===== src/rtl/bus_transfer_ctrl.sv =====
// bus_transfer_ctrl
//   Sequencer for the shared tri-state data bus. It takes one transfer
//   request at a time. For each request it enables a single source driver
//   and lets the bus settle. It then strobes the destination loader while
//   capturing the bus value. Finally it releases the bus, so every transfer
//   is followed by at least one dead cycle before another driver can turn on.
//
// Ports
//   clk       system clock, rising edge
//   rst_n     asynchronous active-low reset
//   req       transfer request (level), only looked at while idle
//   src_sel   index of the driver to enable
//   dst_sel   index of the loader to strobe
//   bus_in    resolved shared bus value
//   drive_en  one-hot-or-zero tri-state output enables
//   load_en   one-hot-or-zero load strobes
//   captured  bus value latched during the last completed transfer
//   busy      high whenever a transfer is in progress
//   ack       one-cycle pulse when a transfer completes
//   err       one-cycle pulse when a request names an out-of-range index
module bus_transfer_ctrl #(
  parameter int NSRC = 4,
  parameter int NDST = 4,
  parameter int W    = 8,
  parameter int SW   = $clog2(NSRC),
  parameter int DW   = $clog2(NDST)
) (
  input  logic            clk,
  input  logic            rst_n,
  input  logic            req,
  input  logic [SW-1:0]   src_sel,
  input  logic [DW-1:0]   dst_sel,
  input  logic [W-1:0]    bus_in,
  output logic [NSRC-1:0] drive_en,
  output logic [NDST-1:0] load_en,
  output logic [W-1:0]    captured,
  output logic            busy,
  output logic            ack,
  output logic            err
);

  typedef enum logic [1:0] {
    IDLE    = 2'd0,
    SETTLE  = 2'd1,
    LOAD    = 2'd2,
    RELEASE = 2'd3
  } state_t;

  state_t state, state_next;

  logic [SW-1:0]   src_q, src_next;
  logic [DW-1:0]   dst_q, dst_next;
  logic [NSRC-1:0] drive_next;
  logic [NDST-1:0] load_next;
  logic            busy_next, ack_next, err_next;
  logic            drive_active, load_active;

  // Table of which encodable select values name a real driver/loader.
  // This avoids comparisons that are constant when NSRC/NDST are powers of two.
  logic [(1<<SW)-1:0] src_ok_mask;
  logic [(1<<DW)-1:0] dst_ok_mask;
  logic               sel_ok;

  always_comb begin
    src_ok_mask = '0;
    dst_ok_mask = '0;
    for (int i = 0; i < (1 << SW); i++) src_ok_mask[i] = (i < NSRC);
    for (int i = 0; i < (1 << DW); i++) dst_ok_mask[i] = (i < NDST);
    sel_ok = src_ok_mask[src_sel] && dst_ok_mask[dst_sel];
  end

  // Next-state logic. The outputs are then decoded from the *next* state, so
  // they can be registered and still line up with the state they belong to.
  always_comb begin
    state_next = state;
    src_next   = src_q;
    dst_next   = dst_q;
    err_next   = 1'b0;
    case (state)
      IDLE: begin
        if (req) begin
          if (sel_ok) begin
            state_next = SETTLE;
            src_next   = src_sel;
            dst_next   = dst_sel;
          end else begin
            err_next = 1'b1;
          end
        end
      end
      SETTLE:  state_next = LOAD;
      LOAD:    state_next = RELEASE;
      RELEASE: state_next = IDLE;
      default: state_next = IDLE;
    endcase

    drive_active = (state_next == SETTLE) || (state_next == LOAD);
    load_active  = (state_next == LOAD);
    drive_next   = '0;
    load_next    = '0;
    for (int i = 0; i < NSRC; i++) drive_next[i] = drive_active && (src_next == SW'(i));
    for (int i = 0; i < NDST; i++) load_next[i]  = load_active && (dst_next == DW'(i));
    busy_next = (state_next != IDLE);
    ack_next  = (state_next == RELEASE);
  end

  // State, latched selects and registered outputs. The asynchronous reset
  // drops every driver enable immediately, so the bus is freed without a clock.
  always_ff @(posedge clk or negedge rst_n) begin
    if (!rst_n) begin
      state    <= IDLE;
      src_q    <= '0;
      dst_q    <= '0;
      drive_en <= '0;
      load_en  <= '0;
      busy     <= 1'b0;
      ack      <= 1'b0;
      err      <= 1'b0;
    end else begin
      state    <= state_next;
      src_q    <= src_next;
      dst_q    <= dst_next;
      drive_en <= drive_next;
      load_en  <= load_next;
      busy     <= busy_next;
      ack      <= ack_next;
      err      <= err_next;
    end
  end

  // The bus has settled by the LOAD cycle. Sample it on the edge leaving LOAD.
  always_ff @(posedge clk or negedge rst_n) begin
    if (!rst_n) begin
      captured <= '0;
    end else if (state == LOAD) begin
      captured <= bus_in;
    end
  end

endmodule

===== config.mk =====
export PLATFORM = sky130hd
export DESIGN_NAME = bus_transfer_ctrl
export DESIGN_NICKNAME = d
export VERILOG_FILES = /design/src/rtl/bus_transfer_ctrl.sv
export SDC_FILE = /design/constraint.sdc
export NUM_CORES = 1
export LEC_CHECK = 0
export ABC_AREA = 1
export BUFFER_PORTS_ARGS = -buffer_cell sky130_fd_sc_hd__buf_4
export CORE_UTILIZATION = 30
export DETAILED_ROUTE_END_ITERATION = 8
export PLACE_DENSITY_LB_ADDON = 0.3
export SLEW_MARGIN = 20
export SYNTH_ARGS = -nofsm -noshare
export SYNTH_HDL_FRONTEND = slang
export SYNTH_SLANG_ARGS = --single-unit

===== constraint.sdc =====
create_clock -name clk -period 1.8 [get_ports clk]
set_input_delay 0.36 -clock clk [delete_from_list [all_inputs] [get_ports clk]]
set_output_delay 0.36 -clock clk [all_outputs]
set_load 0.05 [all_outputs]

==> results of run 1 <==
[state kept, by name, indices dropped and copies added, names as in the netlist]
name,cells
ack,1
busy,1
captured,8
drive_en,4
dst_q,2
load_en,4
src_q,2
state,2
[cells by family after synthesis]
kind of cell | count (synthesis) | synth area share (%)
other | 1 | 0.3682
buffers and inverters | 23 | 9.705
DFF | 24 | 58.97
AOI/OAI and AO/OA | 10 | 4.914
and+or+nand+nor | 44 | 18.67
adders and majority gates | 6 | 7.371
[how the worst max path moves through the flow]
stage          slack (ps)  startpoint           to
4_1_cts               0.5    state[1]  drive_en[2]
3_5_place_dp          -40    state[0]  drive_en[2]
3_3_place_gp           40    state[0]  drive_en[0]
6_report              120    state[1]  drive_en[2]
5_1_grt                30    state[1]  drive_en[3]
2_1_floorplan         130    state[0]  drive_en[0]
[per-stage QoR]
| stage | utilization (%) | std cells | hold slack (ps) | area (sq um) | setup TNS [ps] |
|---|---|---|---|---|---|
| 2_1_floorplan | - | 108 | 64.41 | 1018 | 0 |
| 3_3_place_gp | 41.48 | 182 | 274.5 | 1297 | 0 |
| 3_5_place_dp | 41.48 | 182 | 272.2 | 1297 | -141.5 |
| 4_1_cts | 43.80 | 188 | 246.2 | 1370 | 0 |
| 5_1_grt | 45.40 | 193 | 259.2 | 1420 | 0 |
| 6_report | 45.40 | 193 | 251.5 | 1420 | 0 |
[critical path: cells and delay by family (launching register included)]
family	cells	cell delay, ps
fa+ha+maj	2	460
flops	1	420
buf+inv	3	350
compound gates	1	210
simple gates	2	190
[layer usage]
| layer | track usage, % | share of wire [%] |
|---|---|---|
| met1 | 12.99 | 42 |
| met2 | 21.04 | 52 |
| met3 | 1.299 | 4.7 |
| met4 | 5.980 | 1.3 |
| met5 | 0 | 0 |
[layout make-up]
type	instances	area, sq um	area share (%)
sequential	24	600.6	42.29
multi-input combinational	61	334.1	23.52
timing repair buffer	40	302.8	21.32
inverter	20	75.07	5.286
tap	44	55.05	3.877
clock inverter	1	30.03	2.115
clock buffer	3	22.52	1.586
[cells in the final DEF, fill, tap and decap left out, types with 4 or more instances in the layout]
cell type                 Yosys  routed
sky130_fd_sc_hd__o21ai_0     10       9
sky130_fd_sc_hd__ha_1         6       6
sky130_fd_sc_hd__inv_2        2       5
sky130_fd_sc_hd__inv_1       18      15
sky130_fd_sc_hd__nand2_1     19      18
sky130_fd_sc_hd__nor2_1      10      10
sky130_fd_sc_hd__nand2_2      3       4
sky130_fd_sc_hd__dfrtp_1     24      24
sky130_fd_sc_hd__nand3_1     10       8
sky130_fd_sc_hd__buf_4        1      39
[what timing repair did]
item                                    in CTS  in global routing
setup buffers                                1                  5
endpoints found under the hold margin       24                  0
resized for setup                            2                  6
endpoints found under the setup margin       4                  4
pin swaps                                    0                  3
gates cloned                                 0                  0
hold buffers                                 1                  0
==> metrics.log, run 1 <==
[metrics] shortest clock period the worst path allows after layout: 1682 ps
[metrics] final setup violation count: 0
[metrics] share of flip-flops with an asynchronous set or reset: 100.0%
[metrics] final worst-path cycle share: 93.47%
[metrics] maximum number of buffers from clock root to sink: 2
[metrics] Final Hold Vio Count: 0
[metrics] number of sinks on the clock net: 24
[metrics] capture endpoint of the worst hold path: captured[0]
[metrics] wire length of the first global-routing pass: 3118 microns
[metrics] starting density of the core: 32.56%
[metrics] post-synth design cell area: 1018 sq um
[metrics] Startpoint Class: register
[metrics] number of cells produced by synthesis: 108
[metrics] number of remaining DRC errors: 0
[metrics] largest net degree at the start of global routing: 25
[metrics] clock buffer count from CTS: 3
[metrics] Setup Skew: 14.08 ps
[metrics] Hold Path Depth: 3
[metrics] vias in the first global route: 776
[metrics] Post-Syn Nets: 129
[metrics] cells taking the most area after synthesis: sky130_fd_sc_hd__dfrtp_1 59%, sky130_fd_sc_hd__ha_1 7.4%, sky130_fd_sc_hd__nand2_1 7.0%
[metrics] # nets final: 171
[metrics] slowest CP cell: sky130_fd_sc_hd__dfrtp_1
[metrics] overall fraction of global-route tracks in use: 11.53%
[metrics] worst path required time: 2060 ps
[metrics] hold path start: bus_in[0]
[metrics] aggregate routed wire length: 1979 microns
[metrics] worst reg-to-reg setup slack: 120 ps
[metrics] unrepaired setup endpoints after global routing: false
[metrics] clock tree from TritonCTS: built
[metrics] placeable core region: 3128 sq um
[metrics] flop and latch count out of synthesis: 24
[metrics] count of inserted antenna diode cells: 0
[metrics] Critical Path Fanout Max: 2
[metrics] latest clock arrival within the worst-skew pair: 310 ps
[metrics] number of antenna violations at the first check in global routing: 0
[metrics] endpoint of the most critical register-to-register path: drive_en[2]
[metrics] final worst-path setup slack: 117.5 ps
[metrics] CTS clk-pin slew, worst paths: 130 ps
[metrics] Std-Cell Rows: 20
[metrics] most used flip-flop cell after synthesis: sky130_fd_sc_hd__dfrtp_1
[metrics] Top Ports: 34
[metrics] status: complete, no violations
[metrics] cells along the critical path: buf_4, buf_4, ha_1, o21ai_1, ha_1, inv_2, nand3_2, nor2_1
[metrics] detailed-route vias per instance: 4.114
[metrics] antenna viol nets, final: 0
[metrics] type of the worst setup path: register to register
[metrics] top cells by instance count after synthesis: 24 x sky130_fd_sc_hd__dfrtp_1, 19 x sky130_fd_sc_hd__nand2_1, 18 x sky130_fd_sc_hd__inv_1
[metrics] placement-stage worst setup slack: -43.62 ps
[metrics] most area-hungry cell type in the Yosys netlist: sky130_fd_sc_hd__dfrtp_1
[metrics] share of post-route cells with drive strength above 1: 37.58%
[metrics] CP arrival: 1940 ps
[metrics] aggregate global routing overflow: 0
[metrics] class of the tightest hold or removal check: primary input to register
[metrics] root buffer selected by CTS: sky130_fd_sc_hd__clkbuf_4
[metrics] launching point of the worst reg2reg path: state[1]
[metrics] synthesis-to-layout area growth: 39.43%
[metrics] Final Slew Violations: 0
[metrics] H-tree level count: 1
[metrics] Worst Setup End Kind: register
[metrics] largest incremental delay on the critical path: 420 ps
[metrics] max capacitance violation total: 0
[metrics] max frequency: 594.4 MHz
[metrics] DR iter-0 viols: 41
[metrics] die footprint: 3632 sq um
[metrics] share of Yosys cell area claimed by the top area cell type: 58.97%
[metrics] number of synthesized flops with an enable pin: 0
[metrics] fillers: 313
[metrics] GPL Wtd Cong: 0.6822
[metrics] floorplan die width: 60.27 microns
[metrics] Unique masters post-synth: 14
[metrics] most used standard cell by instance count after synthesis: sky130_fd_sc_hd__dfrtp_1
[metrics] wire length per cell: 10.25 microns
[metrics] depth of the most critical reg-to-reg path: 8
[metrics] HPWL Detailed: 1384 microns
[metrics] Die Y: 60.27 microns
[metrics] quantity of I/O buffers inserted on ports: 32
[metrics] Post-Synthesis Mean Instance Area: 9.430 sq um
[metrics] first-pass iteration count of the detailed router: 4
[metrics] Yosys warning count: 0
[metrics] total via count in the routed design: 794
[metrics] post-synthesis sequential area ratio: 58.97%
Power of run 1 is not shown: default switching activity piles up to over one toggle a cycle in this logic, so the estimate is an artifact.
==> inputs of run 2 (changes only) <==
--- a/config.mk
+++ b/config.mk
@@ -9,6 +9,7 @@
 export BUFFER_PORTS_ARGS = -buffer_cell sky130_fd_sc_hd__buf_4
 export CORE_UTILIZATION = 30
 export DETAILED_ROUTE_END_ITERATION = 8
+export MAX_ROUTING_LAYER = met4
 export PLACE_DENSITY_LB_ADDON = 0.3
 export SLEW_MARGIN = 20
 export SYNTH_ARGS = -nofsm -noshare
==> run 2 against run 1 <==
Net effect:
- routed wire length shrank 0.45%
- clock-buffer cell count is the same
- register-to-register slack is essentially flat
- cell count is the same
- via count is the same
- sequential share of layout area is the same
- maximum frequency shrank 0.11%
- largest cell class unchanged
==> metrics.log, run 2 (synthesis gave the netlist of run 1 again) <==
[metrics] status: complete, no violations
[metrics] biggest regs: captured: 8 flops, drive_en: 4 flops, load_en: 4 flops
[metrics] max frequency: 593.7 MHz (-0.11%)
[metrics] Std-Cell Rows: 20 (unchanged)
[metrics] Worst Setup End Kind: register
[metrics] Die Y: 60.27 microns (unchanged)
[metrics] aggregate global routing overflow: 0 (unchanged)
[metrics] floorplan die width: 60.27 microns (unchanged)
[metrics] die footprint: 3632 sq um (unchanged)
[metrics] slowest CP cell: sky130_fd_sc_hd__dfrtp_1
[metrics] overall fraction of global-route tracks in use: 11.87% (+0.34 points)
[metrics] H-tree level count: 1 (unchanged)
[metrics] GPL Wtd Cong: 0.6893 (+1.0%)
[metrics] number of antenna violations at the first check in global routing: 0 (unchanged)
[metrics] number of sinks on the clock net: 24 (unchanged)
[metrics] maximum number of buffers from clock root to sink: 2 (unchanged)
[metrics] wire length per cell: 10.21 microns (-0.45%)
[metrics] Final Hold Vio Count: 0 (unchanged)
[metrics] total via count in the routed design: 794 (unchanged)
[metrics] vias in the first global route: 775 (-0.13%)
[metrics] CTS clk-pin slew, worst paths: 130 ps (about the same)
[metrics] worst reg-to-reg setup slack: 120 ps (about the same)
[metrics] largest incremental delay on the critical path: 420 ps (about the same)
[metrics] final worst-path cycle share: 93.57% (+0.10 points)
[metrics] shortest clock period the worst path allows after layout: 1684 ps (+1.860 ps)
[metrics] Critical Path Fanout Max: 3 (+1)
[metrics] unrepaired setup endpoints after global routing: false
[metrics] quantity of I/O buffers inserted on ports: 32 (unchanged)
[metrics] first-pass iteration count of the detailed router: 4 (unchanged)
[metrics] DR iter-0 viols: 41 (unchanged)
[metrics] Setup Skew: 14.26 ps (+0.1814 ps)
[metrics] placeable core region: 3128 sq um (unchanged)
[metrics] Startpoint Class: register
[metrics] Top Ports: 34 (unchanged)
[metrics] flip-flop count of the largest register, all copies and words added: 8 (unchanged)
[metrics] count of inserted antenna diode cells: 0 (unchanged)
[metrics] clock buffer count from CTS: 3 (unchanged)
[metrics] antenna viol nets, final: 0 (unchanged)
[metrics] worst path required time: 2060 ps (about the same)
[metrics] Layout Utilization: 45.40% (unchanged)
[metrics] Final Slew Violations: 0 (unchanged)
[metrics] cells along the critical path: inv_2, ha_1, or2_4, nand2_2, inv_1, ha_1, inv_2, nand3_2, nor2_1
[metrics] most used cells in the layout excluding fill and tap cells: 39 x sky130_fd_sc_hd__buf_4, 24 x sky130_fd_sc_hd__dfrtp_1, 18 x sky130_fd_sc_hd__nand2_1
[metrics] synthesis-to-layout area growth: 39.43% (unchanged)
[metrics] wire length of the first global-routing pass: 3125 microns (+0.22%)
[metrics] class of the tightest hold or removal check: primary input to register
[metrics] detailed-route vias per instance: 4.114 (unchanged)
[metrics] largest net degree at the start of global routing: 25 (unchanged)
[metrics] register area: 600.6 sq um (unchanged)
[metrics] aggregate routed wire length: 1970 microns (-0.45%)
[metrics] starting density of the core: 32.56% (unchanged)
[metrics] register with the most flip-flops: captured
[metrics] most frequent standard cell in the layout excluding fill and tap cells: sky130_fd_sc_hd__buf_4
[metrics] area of the multi-input gates: 334.1 sq um (unchanged)
[metrics] latest clock arrival within the worst-skew pair: 310 ps (about the same)
[metrics] number of remaining DRC errors: 0 (unchanged)
[metrics] fillers: 313 (unchanged)
[metrics] max capacitance violation total: 0 (unchanged)
[metrics] final setup violation count: 0 (unchanged)
[metrics] share of post-route cells with drive strength above 1: 37.58% (unchanged)
[metrics] CP arrival: 1940 ps (about the same)
[metrics] HPWL Detailed: 1384 microns (unchanged)
[metrics] clock tree from TritonCTS: built
[metrics] # nets final: 171 (unchanged)
[metrics] root buffer selected by CTS: sky130_fd_sc_hd__clkbuf_4
[metrics] type of the worst setup path: register to register
-- run 2: cell counts in the layout (fill, tap and decap cells not counted) --
No cell type changed its count.
-- run 2: final timing paths --
kind,start,endpoint,cells past startpoint
max,state[1],drive_en[2],9
max in group asynchronous,rst_n,captured[4],2
min in group asynchronous,rst_n,state[1],2
min reg2reg,dst_q[0],dst_q[0],2
max reg2reg,state[1],drive_en[2],9
min,bus_in[0],captured[0],3
-- run 2: layer usage --
| layer | global-route usage [%] | wire length (microns) | up-vias |
|---|---|---|---|
| li1 | - | - | 407 |
| met1 | 12.99 | 841 | 366 |
| met2 | 21.04 | 1021 | 19 |
| met3 | 1.299 | 83 | 2 |
| met4 | 5.980 | 24 | 0 |
| met5 | - | 0 | - |
-- run 2: timing repair --
| action | 4_1_cts | 5_1_grt |
|---|---|---|
| gates resized for setup | 2 | 6 |
| endpoints found under the setup margin | 4 | 4 |
| hold endpoints to repair | 24 | 0 |
| hold buffers | 1 | 0 |
| pin swaps | 0 | 3 |
| setup buffers | 1 | 5 |
-- run 2: cell type report --
cell class / count / area share (%)
Sequential cell: 24 / 42.29
Multi-Input combinational cell: 61 / 23.52
Timing Repair Buffer: 40 / 21.32
Inverter: 20 / 5.286
Tap cell: 44 / 3.877
Clock inverter: 1 / 2.115
Clock buffer: 3 / 1.586
-- run 2: critical path: cells and delay by family (launching register included) --
kind	cells	cell delay, ps
adder cells (fa/ha/maj)	2	510
buffers and inverters	3	210
flip-flops	1	420
AND/OR/NAND/NOR	4	490
-- run 2: through the flow --
stage | TNS [ps] | hold slack (ps) | cell area [sq um] | instances | setup slack, ps
2_1_floorplan | 0 | 64.41 | 1018 | 108 | 130.6
3_3_place_gp | 0 | 274.5 | 1297 | 182 | 43.32
3_5_place_dp | -141.5 | 272.2 | 1297 | 182 | -43.62
4_1_cts | 0 | 246.2 | 1370 | 188 | 0.4798
5_1_grt | 0 | 259.2 | 1420 | 193 | 26.18
6_report | 0 | 251.4 | 1420 | 193 | 115.7
Power of run 2 is left out for the same reason.
